`config.mk`:
```
export PLATFORM = sky130hd
export DESIGN_NAME = adder
export DESIGN_NICKNAME = d
export VERILOG_FILES = /design/src/rtl/adder.sv
export SDC_FILE = /design/constraint.sdc
export NUM_CORES = 1
export LEC_CHECK = 0
export CORE_AREA = 5 5 42 44
export DETAILED_ROUTE_END_ITERATION = 8
export DIE_AREA = 0 0 47 49
export PLACE_DENSITY_LB_ADDON = 0.15
export SKIP_CTS_REPAIR_TIMING = 1
export SYNTH_ARGS = -nofsm -noshare
export SYNTH_HDL_FRONTEND = slang
export SYNTH_SLANG_ARGS = --single-unit
```
`constraint.sdc`:
```
create_clock -name aclk -period 3.7 [get_ports aclk]
set_input_delay 0.37 -clock aclk [delete_from_list [all_inputs] [get_ports aclk]]
set_output_delay 0.37 -clock aclk [all_outputs]
set_load 0.1 [all_outputs]
```
`src/rtl/adder.sv`:
```
// adder: WIDTH-bit up-counter with synchronous clear and increment.
// Wraps modulo 2^WIDTH, or holds at all-ones when SATURATE is set.
module adder #(
    parameter int WIDTH    = 8,
    parameter bit SATURATE = 1'b0
) (
    input  logic             aclk,
    input  logic             arstn,
    input  logic             clr,
    input  logic             inc,
    output logic [WIDTH-1:0] out
);

    logic [WIDTH-1:0] cnt_q;
    logic [WIDTH-1:0] cnt_d;
    logic [WIDTH-1:0] cnt_inc;
    logic             at_max;
    logic             hold_max;

    assign at_max   = &cnt_q;
    assign hold_max = SATURATE && at_max;
    assign cnt_inc  = cnt_q + WIDTH'(1);

    // Ternaries let an X on clr or inc propagate instead of
    // silently falling into an else branch.
    always_comb begin
        cnt_d = cnt_q;
        cnt_d = clr ? '0
              : inc ? (hold_max ? cnt_q : cnt_inc)
              : cnt_q;
    end

    always_ff @(posedge aclk or negedge arstn) begin
        if (!arstn) begin
            cnt_q <= '0;
        end else begin
            cnt_q <= cnt_d;
        end
    end

    assign out = cnt_q;

endmodule

```
# After elaboration in Yosys (flattened, before gate mapping)
# Cells that the tools add are included.
# totals
out_inout_bits	8
ramBits	0
mem_count	0
wordCells	5
rom_bits	0
in_bits	4
ff_bits	8
latchBits	0
# op_classes
shift	0
n_addsub	1
n_div	0
multipliers	0
n_bitwise	0
n_eq_ne	0
order_cmp	0
n_reduce_logical	1
muxes	2
# ops
cell	n
8-bit two-way mux	2
8-bit by 1-bit adder with 8-bit output, second input constant	1
2-bit nonzero test	1

# Logic depth before layout (Yosys ltp)
# Gate-level depths: netlist (run 1).
# logic_depth
word_depth	3
ltp_mapped	4
ltp_nobuf	4

# Worst setup path before layout (run 1)
# No wires, ideal clock.
# synth_timing
path_kind	reg2reg
startpoint	register cnt_q[0] (netlist: out[0])
endpoint	register cnt_q[6] (netlist: out[6])
t_required_ps	3623
setup_time_ps	77
path_buffers	0
period_less_slack_ps	1972
slack_ps	1728
path_stages_with_launch	5
arrival_ps	1894
cell_sequence	dfrtp_1 ha_1 nand3_1 or3_1 a21oi_1
# synth_via
elab_chain_cells	3
# synth_lines
element	line_no	text
start, declared	14	logic [WIDTH-1:0] cnt_q;
start signal, assigned	37	cnt_q <= cnt_d;
8-bit by 1-bit adder with 8-bit output	22	assign cnt_inc = cnt_q + WIDTH'(1);
8-bit two-way mux	29	: inc ? (hold_max ? cnt_q : cnt_inc)
8-bit two-way mux	28	cnt_d = clr ? '0
# Every way passes these cells. The select of a mux whose other input is x is not followed.
# A chain may end at the register's enable or synchronous reset.

# Worst setup path in the final report (run 1)
# layout_timing
startpoint	register cnt_q[2] (netlist: out[2])
endpoint	output port out[2]
# layout_lines
element	line_no	text
end, declared	11	output logic [WIDTH-1:0] out
# No word-level cell between the ends.

==> results of run 1 <==
-- cells in the final DEF, fill, tap and decap left out --
cell,Yosys,final
o2111ai_4,1,1
xor2_1,3,3
or3_1,3,3
o21ai_0,3,3
nor2_1,5,5
clkdlybuf4s50_1,0,11
ha_1,1,1
nand2_1,2,2
dfrtp_1,8,8
a21oi_1,3,3
xnor2_1,1,1
clkbuf_4,0,3
mux2i_1,1,1
nand3_1,2,2
nand4_1,2,2
-- worst paths after layout --
path,from,end,slack [ns],cells after the start
setup / recovery,out[2],out[2],1.43,1
hold / removal,arstn,out[7],0.39,1
setup reg to reg,out[0],out[6],2.36,4
hold reg to reg,out[7],out[7],0.57,2
max in group asynchronous,arstn,out[1],3.05,1
min in group aclk,out[7],out[7],0.57,2
-- power by group --
part | internal, uW | total [uW] | switching (uW)
sequential | 89.8 | 93.9 | 4.08
combinational | 9.73 | 34.9 | 25.2
clock | 37.3 | 69.9 | 32.6
-- through the flow --
step	std cells	hold slack (ns)	cell area, um2
floorplan	37	0.0744	397
global placement	62	0.537	512
detailed placement	62	0.564	512
CTS	65	0.401	534
global route	65	0.423	534
finish	65	0.385	534
-- logic make-up (layout without fill, tap and decap cells) --
kind of cell	after synthesis	in the layout	share of synthesized area
multiplexers	1	1	0.0252
AND/OR/NAND/NOR	14	14	0.170
buffers and inverters	2	14	0.0378
flip-flops	8	8	0.505
adder cells (fa/ha/maj)	1	1	0.0315
XOR/XNOR	4	4	0.0883
AO/OA/AOI/OAI	7	7	0.142
-- per-layer routing --
metal  vias up  wire, um
met2        13       406
met4         0        27
met5         -         0
li1        155         -
met3         3        68
met1       150       409
-- layout make-up --
class | count | area (um2)
Clock buffer | 3 | 22.5
Tap cell | 16 | 20.0
Timing Repair Buffer | 11 | 110
Fill cell | 154 | 867
Sequential cell | 8 | 200
Multi-Input combinational cell | 27 | 181
==> summary.txt, run 1 <==
Route
  • Routed Wire Length: 912 um
  • Total iterations of the first detailed-routing run: 2
  • Drt initial violations: 5
  • Per-cell routed wire length: between 10 and 15 um
  • Detail Route Antenna Nets: 0
  • Via count: ~320
  • DR vias/cell: 4.94
  • DRC violations left: 0

Synthesis
  • Syn nets: 42
  • Most common cell in the netlist: dfrtp_1
  • Synth async-reset ratio: 1.00
  • Synth area leader: dfrtp_1
  • EDFF count, synth: 0
  • Post-synth top area share: 0.505
  • Synth top cells by count: 8 x dfrtp_1, 5 x nor2_1
  • Cells after Synth: 37
  • Post-synth top flop: dfrtp_1
  • Syn. warnings: 0
  • Post-synth cell types: 14
  • Sequential area share after synthesis: 0.505
  • #FFs+latches synth: 8
  • Area contributors post-synth: dfrtp_1 50%, o2111ai_4 6.6%, xor2_1 6.6%
  • Synthesized area per cell: 10.7 um2
  • Post-synthesis cell area: 397 um2

Floorplan
  • Initial Utilization: 0.283
  • Die Ht: approximately 49 um
  • Die area: 2300 um2
  • Total core area: 1400 um2
  • Boundary Pins: 12
  • Rows: 14
  • Die W: roughly 47 um

STA
  • Max Slew Vio Count: 0
  • Final setup viols: 0
  • Final WS setup: 1.43 ns
  • RSZ-0062 raised after global routing: false
  • Worst Max-Slew Pin Slew: 0.976 ns
  • Max Clock Freq: 0.440 GHz
  • Max transition margin: 0.347
  • Hold Fails Final Rpt: 0
  • Setup Total Neg Slack: 0 ns
  • Clk_skew: 0.00315 ns
  • Final Cycle Share: 0.614
  • Period minus WS final: 2.27 ns

Final layout
  • Max reg flops: 8
  • Diode count: 0
  • Share of layout cells above drive strength 1: 0.0816
  • Final Core Density: 0.381
  • Area Overhead vs Synth: 34.7%
  • Layout Nets: 56

Worst setup path
  • CP required: 3.33 ns
  • Critical path arrival: around 1.9 ns
  • Critical path, cell by cell: clkdlybuf4s50_1
  • Crit-path slowest cell: clkdlybuf4s50_1
  • Crit. End Element: output pin
  • CP delay by family, top: buffers and inverters
  • Crit-path max cell delay: ~1.2 ns
  • Worst path bufs/invs: 1
  • Startpoint Class: flip-flop
  • Critical path type: reg -> out
  • Crit Path Max Fanout: 5

CTS
  • Clk root buf: clkbuf_4
  • Clk buf depth: 2
  • Cts bufs inserted: 3
  • H-Tree Depth: 1
  • Clock slew at reported path FFs: 0.06 ns
  • Worst-Skew Late Latency: 0.26 ns
  • Clock sinks: 8
  • TritonCTS clock tree: done

Global routing
  • Vias in the first global route: 338
  • First-pass GRT wire length: 1530 um
  • Global routing's busiest layer: met2
  • Total congestion overflow: 0
  • Routing usage on met1: 0.121
  • Met3 Use GR: 0.0221
  • Initial antenna violation count: 0
  • Largest net degree at the start of global routing: 10
  • Met2 Use GR: 0.138
  • GRT Total Usage: 0.0964

Run
  • Max-cap violations: 0

Pwr
  • Max VDD drop: 0.000136 V
  • Tot Pwr: 199 uW
  • LEAKAGE: roughly 0.00021 uW
  • Power Density: 372 nW/um2

Placed design
  • GPL Wtd Cong: 0.642
  • Post-Place Setup Slack: 1.71 ns
  • # port buffers: 11

Outcome
  • Status: finished clean

Worst hold path
  • Hold crit path type: in -> async
Power figures use the tool's default switching activity.
==> inputs of run 2 (changes only) <==
==> constraint.sdc (replaced) <==
create_clock -name aclk -period 1.9 [get_ports aclk]
set_input_delay 0.19 -clock aclk [delete_from_list [all_inputs] [get_ports aclk]]
set_output_delay 0.19 -clock aclk [all_outputs]
set_load 0.1 [all_outputs]
==> summary.txt, run 2 (synthesis gave the netlist of run 1 again) <==
Worst setup path
  • Critical path arrival: around 1.5 ns
  • CP required: 2.08 ns
  • FF-to-FF End: out[6]
  • Crit. Startpoint: inc
  • Crit. End Element: flip-flop
  • Reg-to-Reg Start: out[0]
  • Startpoint Class: input port
  • R2R Setup Slk: 0.60 ns
  • Worst Reg-to-Reg Cells: 4
  • Critical path type: in -> reg
  • Crit Path Max Fanout: 6

STA
  • Worst Max-Slew Pin Slew: around 0.40 ns
  • Max Slew Vio Count: 0
  • Hold Fails Final Rpt: 0
  • Period minus WS final: around 1.3 ns
  • Final Cycle Share: 0.706
  • Clk_skew: around 0.009 ns
  • Max Clock Freq: ~0.75 GHz
  • Final WS setup: approximately 0.56 ns
  • Setup Total Neg Slack: 0 ns
  • Max transition margin: 0.732
  • RSZ-0062 raised after global routing: false
  • Final setup viols: 0

Route
  • DRC violations left: 0
  • Detail Route Antenna Nets: 0
  • Total iterations of the first detailed-routing run: 2
  • Via count: between 300 and 400
  • Routed Wire Length: 868 um
  • Per-cell routed wire length: 13.0 um
  • Drt initial violations: 3
  • DR vias/cell: between 4 and 5

Placed design
  • DP HPWL: 659 um
  • GPL Wtd Cong: 0.714
  • Post-Place Setup Slack: 0.287 ns
  • # port buffers: 11

Global routing
  • Vias in the first global route: 331
  • Largest net degree at the start of global routing: 9
  • GRT Total Usage: 0.0901
  • First-pass GRT wire length: around 1400 um
  • Initial antenna violation count: 0
  • Total congestion overflow: 0

Floorplan
  • Die W: 47 um
  • Boundary Pins: 12
  • Rows: 14
  • Total core area: 1400 um2
  • Die area: between 2000 and 2500 um2
  • Initial Utilization: 0.283
  • Die Ht: slightly below 50 um

CTS
  • Cts bufs inserted: 3
  • Clock slew at reported path FFs: ~0.06 ns
  • TritonCTS clock tree: done
  • H-Tree Depth: 1
  • Worst-Skew Late Latency: 0.25 ns
  • Clk buf depth: 2
  • Clk root buf: clkbuf_4
  • Clock sinks: 8

Final layout
  • Most frequent cells in the layout: 9 x buf_4, 6 x dfrtp_1, 5 x nor2_1
  • Max reg flops: 8
  • Area of the multi-input gates: about 180 um2
  • Layout Nets: 57
  • Leading cell type in the layout, fill and taps excluded: buf_4
  • Area Overhead vs Synth: 33.1%
  • Final Core Density: 0.377
  • Diode count: 0
  • Register Area: slightly above 200 um2
  • Share of layout cells above drive strength 1: 0.294
  • Number of fill cells: 154

Pwr
  • Comb pwr share: 0.174
  • LEAKAGE: 0.000228 uW
  • Internal: between 200 and 300 uW
  • Tot Pwr: 388 uW
  • Switch share: 0.292
  • Net Sw Power: 113 uW
  • Power Density: 734 nW/um2
  • Flop pwr share: 0.474
  • Clock power frac: 0.352
  • Max VDD drop: 0.000396 V

Outcome
  • Status: finished clean

Worst hold path
  • Hold crit path type: in -> async

Run
  • Max-cap violations: 0
run 2: changes by cell type in the layout (fill, tap and decap cells not counted), sizes merged:
cell and change:
buf +9, clkdlybuf4s50 -8, clkbuf +1
run 2: routing by layer:
| layer | vias up | global-route usage | share of wire |
|---|---|---|---|
| met5 | - | 0 | 0 |
| li1 | 160 | - | - |
| met4 | 0 | 0.0553 | 0 |
| met3 | 0 | 0.0332 | 0.088 |
| met1 | 153 | 0.101 | 0.43 |
| met2 | 11 | 0.138 | 0.48 |
run 2: worst max-delay path, stage by stage:
cell and delay [ns]:
clkdlybuf4s50_1 0.65, o2111ai_4 0.16, or3_1 0.37, a21oi_1 0.15
run 2: layout make-up:
type | instances | share of cell area
multi-input combinational | 27 | 0.344
sequential | 8 | 0.384
timing repair buffer | 12 | 0.185
clock buffer | 4 | 0.0498
tap | 16 | 0.0379
run 2: per-stage QoR:
step,hold WS (ns),std cells,cell area [um2]
floorplan,-0.106,37,399
global placement,0.496,63,502
global route,0.253,67,528
CTS,0.225,67,528
detailed placement,0.500,63,502
finish,0.230,67,528
run 2: worst max-delay path by stage:
stage | to | slack, ns
after floorplan | out[5] | 0.06
after global placement | out[7] | 0.33
after detailed placement | out[7] | 0.29
after CTS | out[7] | 0.56
after global routing | out[7] | 0.50
final | out[7] | 0.56
run 2: power groups by stage:
stage / registers (uW) / clock network [uW] / logic [uW]
floorplan: 218 / 0 / 16.8
global placement: 186 / 0 / 67.9
detailed placement: 187 / 0 / 68.0
CTS: 184 / 149 / 68.7
global route: 184 / 156 / 71.5
finish: 184 / 136 / 67.7
==> inputs of run 3 (changes only) <==
==> constraint.sdc (replaced) <==
create_clock -name aclk -period 1.1 [get_ports aclk]
set_input_delay 0.11 -clock aclk [delete_from_list [all_inputs] [get_ports aclk]]
set_output_delay 0.11 -clock aclk [all_outputs]
set_load 0.1 [all_outputs]
==> summary.txt, run 3 (synthesis gave the netlist of run 1 again) <==
Outcome
  • Status: finished, violations left
  • Violated checks: setup timing

Final layout
  • Area Overhead vs Synth: 100%
  • Layout Nets: 69
  • Final Core Density: 0.567
  • Leading cell type in the layout, fill and taps excluded: buf_12
  • Max reg flops: 8
  • Most frequent cells in the layout: 8 x buf_12, 7 x dfrtp_4, 7 x buf_6
  • Design area: 795 um2
  • Diode count: 0
  • Share of layout cells above drive strength 1: 0.597

Floorplan
  • Total core area: 1400 um2
  • Die Ht: 49 um
  • Rows: 14
  • Die area: 2300 um2
  • Die W: 47 um
  • Boundary Pins: 12
  • Initial Utilization: 0.283

Placed design
  • Post-Place Setup Slack: -0.320 ns
  • # port buffers: 11
  • GPL Wtd Cong: between 0.7 and 0.8
  • DP Area: 712 um2

Pwr
  • Comb pwr share: 0.245
  • Clock power frac: 0.311
  • Power Density: 912 nW/um2
  • Internal: 510 uW
  • LEAKAGE: 0.000306 uW
  • Net Sw Power: 215 uW
  • Max VDD drop: 0.000473 V
  • Flop pwr share: 0.444
  • Switch share: 0.297

STA
  • Clk_skew: 0.00246 ns
  • Worst Max-Slew Pin Slew: 0.383 ns
  • RSZ-0062 raised after global routing: true
  • Max Clock Freq: 0.843 GHz
  • Hold Fails Final Rpt: 0
  • Final WS setup: -0.0866 ns
  • Final setup viols: 10
  • Period minus WS final: roughly 1.2 ns
  • Max Slew Vio Count: 0
  • Final Cycle Share: 1.08
  • Max transition margin: 0.744
  • Minimum hold slack: roughly 0.14 ns

CTS
  • Clk root buf: clkbuf_4
  • TritonCTS clock tree: done
  • H-Tree Depth: 1
  • Clock slew at reported path FFs: 0.06 ns
  • Clock sinks: 8
  • Worst-Skew Late Latency: 0.25 ns
  • Cts bufs inserted: 3
  • Clk buf depth: 2

Global routing
  • Initial antenna violation count: 0
  • First-pass GRT wire length: 1690 um
  • Largest net degree at the start of global routing: 9
  • Total congestion overflow: 0
  • GRT Total Usage: 0.103
  • Vias in the first global route: 366

Worst setup path
  • Critical path type: reg -> reg
  • Critical path arrival: 1.36 ns
  • Crit Path Max Fanout: 3
  • CP required: ~1.3 ns
  • Crit. End Element: flip-flop
  • Startpoint Class: flip-flop

Route
  • Per-cell routed wire length: 13.1 um
  • DR vias/cell: 4.77
  • DRC violations left: 0
  • Detail Route Antenna Nets: 0
  • Drt initial violations: 3
  • Via count: 372
  • Total iterations of the first detailed-routing run: 4
  • Routed Wire Length: around 1000 um

Worst hold path
  • Hold crit path type: in -> async

Run
  • Max-cap violations: 0
## run 3: changes by cell type in the layout (fill, tap and decap cells not counted), sizes merged
cell and change:
clkbuf -1, buf +12
## run 3: final timing paths
check | startpoint | to | slack (ns) | depth (start not counted)
setup / recovery | out[0] | out[6] | -0.09 | 4
hold / removal | arstn | out[5] | 0.14 | 1
setup reg to reg | out[0] | out[6] | -0.09 | 4
hold reg to reg | out[7] | out[7] | 0.60 | 2
max in group asynchronous | arstn | out[2] | 0.65 | 1
min in group aclk | out[7] | out[7] | 0.60 | 2
## run 3: worst max-delay path, cell delays in order (launching register included)
cell     delay [ns]
dfrtp_4        0.45
ha_4           0.15
nand3_2        0.07
or3_1          0.33
a21oi_2        0.11
## run 3: final cells by class
| type | instances | area (um2) |
|---|---|---|
| fill | 133 | 607 |
| timing repair buffer | 24 | 314 |
| sequential | 8 | 228 |
| multi-input combinational | 27 | 210 |
| clock buffer | 3 | 22.5 |
| tap | 16 | 20.0 |
## run 3: routing by layer
layer | GRT usage | vias to the layer above | part of all wire
met5 | 0 | - | 0
met4 | 0.0415 | 0 | 0
met3 | 0.0480 | 0 | 0.073
met2 | 0.161 | 12 | 0.54
met1 | 0.117 | 177 | 0.39
li1 | - | 183 | -
## run 3: power by group through the flow
stage	registers, uW	logic (uW)	clock network, uW
finish	322	177	226
global route	323	186	256
CTS	321	165	236
detailed placement	327	164	0
global placement	327	162	0
floorplan	385	32.0	0
## run 3: through the flow
stage,TNS (ns),power (uW),instances
after floorplan,-1.12,417,37
after global placement,-1.21,489,72
after detailed placement,-1.64,491,72
after CTS,-0.761,721,75
after global routing,-1.07,765,78
final,-0.582,725,78
==> RTL change 1, RTL diff (settings of run 1) <==
Set the parameter `SATURATE` to 1'b1 (it was 1'b0).
--- a/src/rtl/adder.sv
+++ b/src/rtl/adder.sv
@@ -2,7 +2,7 @@
 // Wraps modulo 2^WIDTH, or holds at all-ones when SATURATE is set.
 module adder #(
     parameter int WIDTH    = 8,
-    parameter bit SATURATE = 1'b0
+    parameter bit SATURATE = 1'b1
 ) (
     input  logic             aclk,
     input  logic             arstn,
Function: same outputs for any inputs over 10 cycles, from zero or initial values and one cycle with arstn low; that may be too few to reach the edited logic, so the function may still have changed.
==> RTL change 1 against run 1 <==
- utilization grew 6.3 points
- area after synthesis increased by 23%
- power fell by 1.5%
- register-to-register slack worse by 0.33 ns
- die area stayed put
- sequential cell count is the same
- worst setup slack improved by 0.019 ns
- combinational power rose by 4%
- wire length grew 14%
- critical path depth unchanged
- sequential share of layout area decreased by 5.3 points
- cell count grew 15%
- final area is 16% higher
- clock power shrank 5.4%
- largest cell class is now multi-input gates
==> RTL change 1: results (changes against run 1) <==
- Drt initial violations: 2 (-3)
- Tightest Pin Transition: 0.968 ns (-0.00826 ns)
- WS Path Type: reg -> out
- Register area share after synthesis: 40.9% (-9.6 points)
- Vias per cell: 5.63 (+14%)
- Final nets: 66 (+18%)
- GPL Wtd Cong: 0.726 (+13%)
- Top post-synthesis cells by area: dfrtp_1 (41%), a211oi_1 (4.6%), nor3_1 (4.1%)
- Via count: 422 (+31%)
- CP arrival: 1.88 ns (-0.02 ns)
- Status: finished, final reports clean
- Leakage power: 0.242 nW (+16%)
- Max FO, Critical Path: 7 (+2)
- Placed cells: 72 (+16%)
- Commonest cells post-synth: dfrtp_1 (8), nor3_1 (4)
- Wire per inst: 13.9 µm (-0.98%)
- VDD IR-drop max: 0.165 mV (+21%)
- Final Skew: 0.00442 ns (+0.00126 ns)
- Placed Area: 599 µm² (+17%)
- Pin count of the biggest net entering global routing: 12 (+2)
- First-pass GRT wire length: 1740 µm (+14%)
- Global Route Usage Sum: 10.8% (+1.1 points)
- 1st-pass router iterations: 3 (+1)
- Net Count, Synth: 53 (+26%)
- Layout cells sized above 1: 13.6% (+5.4 points)
- FILL cells: 157 (+1.9%)
- Vias in the first global route: 401 (+19%)
## RTL change 1: logic make-up (layout without fill, tap and decap cells)
| logic type | Yosys count | after routing | share of synthesized area [%] |
|---|---|---|---|
| adders and majority gates | 1 | 1 | 2.56 |
| and+or+nand+nor | 23 | 23 | 29.2 |
| DFF | 8 | 8 | 40.9 |
| buffers and inverters | 4 | 15 | 4.86 |
| AOI/OAI and AO/OA | 9 | 9 | 15.1 |
| muxes | 3 | 3 | 7.42 |
## RTL change 1: path summary, 6_finish.rpt
kind	cells after the start	slack, ns	endpoint
max reg2reg	4	2.03	out[0]
max in group asynchronous	1	3.02	out[3]
min	1	0.40	out[5]
min reg2reg	2	0.63	out[1]
min in group aclk	2	0.63	out[1]
max	1	1.45	out[0]
## RTL change 1: layout make-up
class / count / share of cell area, %
Inverter: 1 / 0.604
Sequential cell: 8 / 32.2
Timing Repair Buffer: 11 / 17.7
Clock buffer: 3 / 3.62
Multi-Input combinational cell: 36 / 42.7
Tap cell: 16 / 3.22
## RTL change 1: power by group
part	switching (mW)	leakage [nW]	internal [mW]	total, mW
Clock	0.0290	0.0138	0.0371	0.0661
Sequential	0.00380	0.110	0.0897	0.0935
Combinational	0.0246	0.118	0.0116	0.0362
Total	0.0574	0.242	0.138	0.196
## RTL change 1: routing by layer
metal | vias up | part of all wire [%] | GRT usage, % | routed length, µm
li1 | 209 | - | - | -
met1 | 198 | 47 | 13.2 | 485
met2 | 12 | 45 | 15.4 | 467
met3 | 3 | 6.0 | 4.80 | 62
met4 | 0 | 2.6 | 5.53 | 27
met5 | - | 0 | 0 | 0
## RTL change 1: through the flow
step / power (mW) / setup slack (ns) / util, % / hold slack [ns]
2_1_floorplan: 0.120 / 1.57 / - / 0.0744
3_3_place_gp: 0.131 / 1.71 / 42.8 / 0.613
3_5_place_dp: 0.132 / 1.71 / 42.8 / 0.616
4_1_cts: 0.201 / 1.43 / 44.4 / 0.413
5_1_grt: 0.207 / 1.37 / 44.4 / 0.433
6_report: 0.196 / 1.45 / 44.4 / 0.401
==> RTL change 2, RTL diff (config.mk and constraints of run 1) <==
Without the edit above. Put one more register stage on the output `out`, cleared by the reset. The value now appears one clock later.
--- a/src/rtl/adder.sv
+++ b/src/rtl/adder.sv
@@ -38,7 +38,13 @@
         end
     end
 
-    assign out = cnt_q;
+    always_ff @(posedge aclk or negedge arstn) begin
+        if (!arstn) begin
+            out <= '0;
+        end else begin
+            out <= cnt_q;
+        end
+    end
 
 endmodule
 
Check against the original RTL: not equivalent (a bounded check fails within 4 cycles, from zero or initial values and one cycle with arstn low).
==> RTL change 2 against run 1 <==
- sequential cell count grew 8
- wire length decreased by 2.1%
- utilization grew 15 points
- worst setup slack better by 0.17 ns
- area after synthesis is 50% higher
- highest routed layer is now met3
- power up 66%
- first-iteration DRC count is 20% higher
- critical path depth is the same
- critical endpoint is now out[5]
- final area up 40%
- register-to-register slack lost 0.03 ns
- die area unchanged
==> RTL change 2: results (changes against run 1) <==
- Layout cells sized above 1: 8.62% (+0.46 points)
- GPL Wtd Cong: 0.756 (+18%)
- P_seq: 184 µW (+96%)
- Tightest Pin Transition: 0.970 ns (-0.00611 ns)
- Post-synthesis mux area share: 1.68% (-0.85 points)
- Clock Pin Slew Worst Setup and Hold Paths: 0.09 ns (+0.03 ns)
- Detailed Route WL: 893 µm (-2.1%)
- Vias in the first global route: 383 (+13%)
- NetSw: 81.3 µW (+31%)
- Final Skew: 0.00680 ns (+0.00365 ns)
- Global-route met3 utilization: 3.32% (+1.1 points)
- Via count: 373 (+16%)
- Global Route Usage Sum: 8.97% (-0.67 points)
- Status: finished, final reports clean
- Crit-path max cell delay: 1.12 ns (-0.06 ns)
- Syn Area/Cell: 13.3 µm² (+24%)
- Max FO, Critical Path: 1 (-4)
- Leakage power: 0.326 nW (+56%)
- Top post-synthesis cells by area: dfrtp_1 (67%), o2111ai_4 (4.4%), xor2_1 (4.4%)
- First-pass GRT wire length: 1560 µm (+1.8%)
- 1st-pass router iterations: 4 (+2)
- Final nets: 64 (+14%)
- Net Count, Synth: 50 (+19%)
- Storage cell area: 400 µm² (+100%)
- Placed Area: 712 µm² (+39%)
- Placed cells: 70 (+13%)
- Register area share after synthesis: 67.1% (+17 points)
- Commonest cells post-synth: dfrtp_1 (16), nor2_1 (5)
- Compound-gate portion of the synthesized area: 9.43% (-4.8 points)
- Area share of fa/ha/maj cells after synthesis: 2.10% (-1.1 points)
-- RTL change 2: metal layers --
metal  wire length (µm)  share of wire, %  vias to the layer above
met5                  0                 0                        -
met4                  0                 0                        0
met3                 82               9.2                        0
met2                394                44                       13
met1                416                47                      177
li1                   -                 -                      183
-- RTL change 2: area by class of cell --
| class | instances | share of cell area (%) |
|---|---|---|
| clock buffers | 4 | 4.85 |
| repair buffers | 11 | 14.7 |
| well taps | 16 | 2.68 |
| flip-flops and latches | 16 | 53.5 |
| multi-input cells | 27 | 24.2 |
-- RTL change 2: final timing paths --
kind                            cells after the start  slack, ns        to      from
worst max-delay path                                1       1.59    out[5]    out[5]
worst min-delay path                                0       0.40    out[7]  cnt_q[7]
worst max register to register                      4       2.33  cnt_q[6]  cnt_q[0]
worst min register to register                      0       0.40    out[7]  cnt_q[7]
max in group asynchronous                           1       2.76    out[2]     arstn
min in group asynchronous                           1       0.50    out[5]     arstn
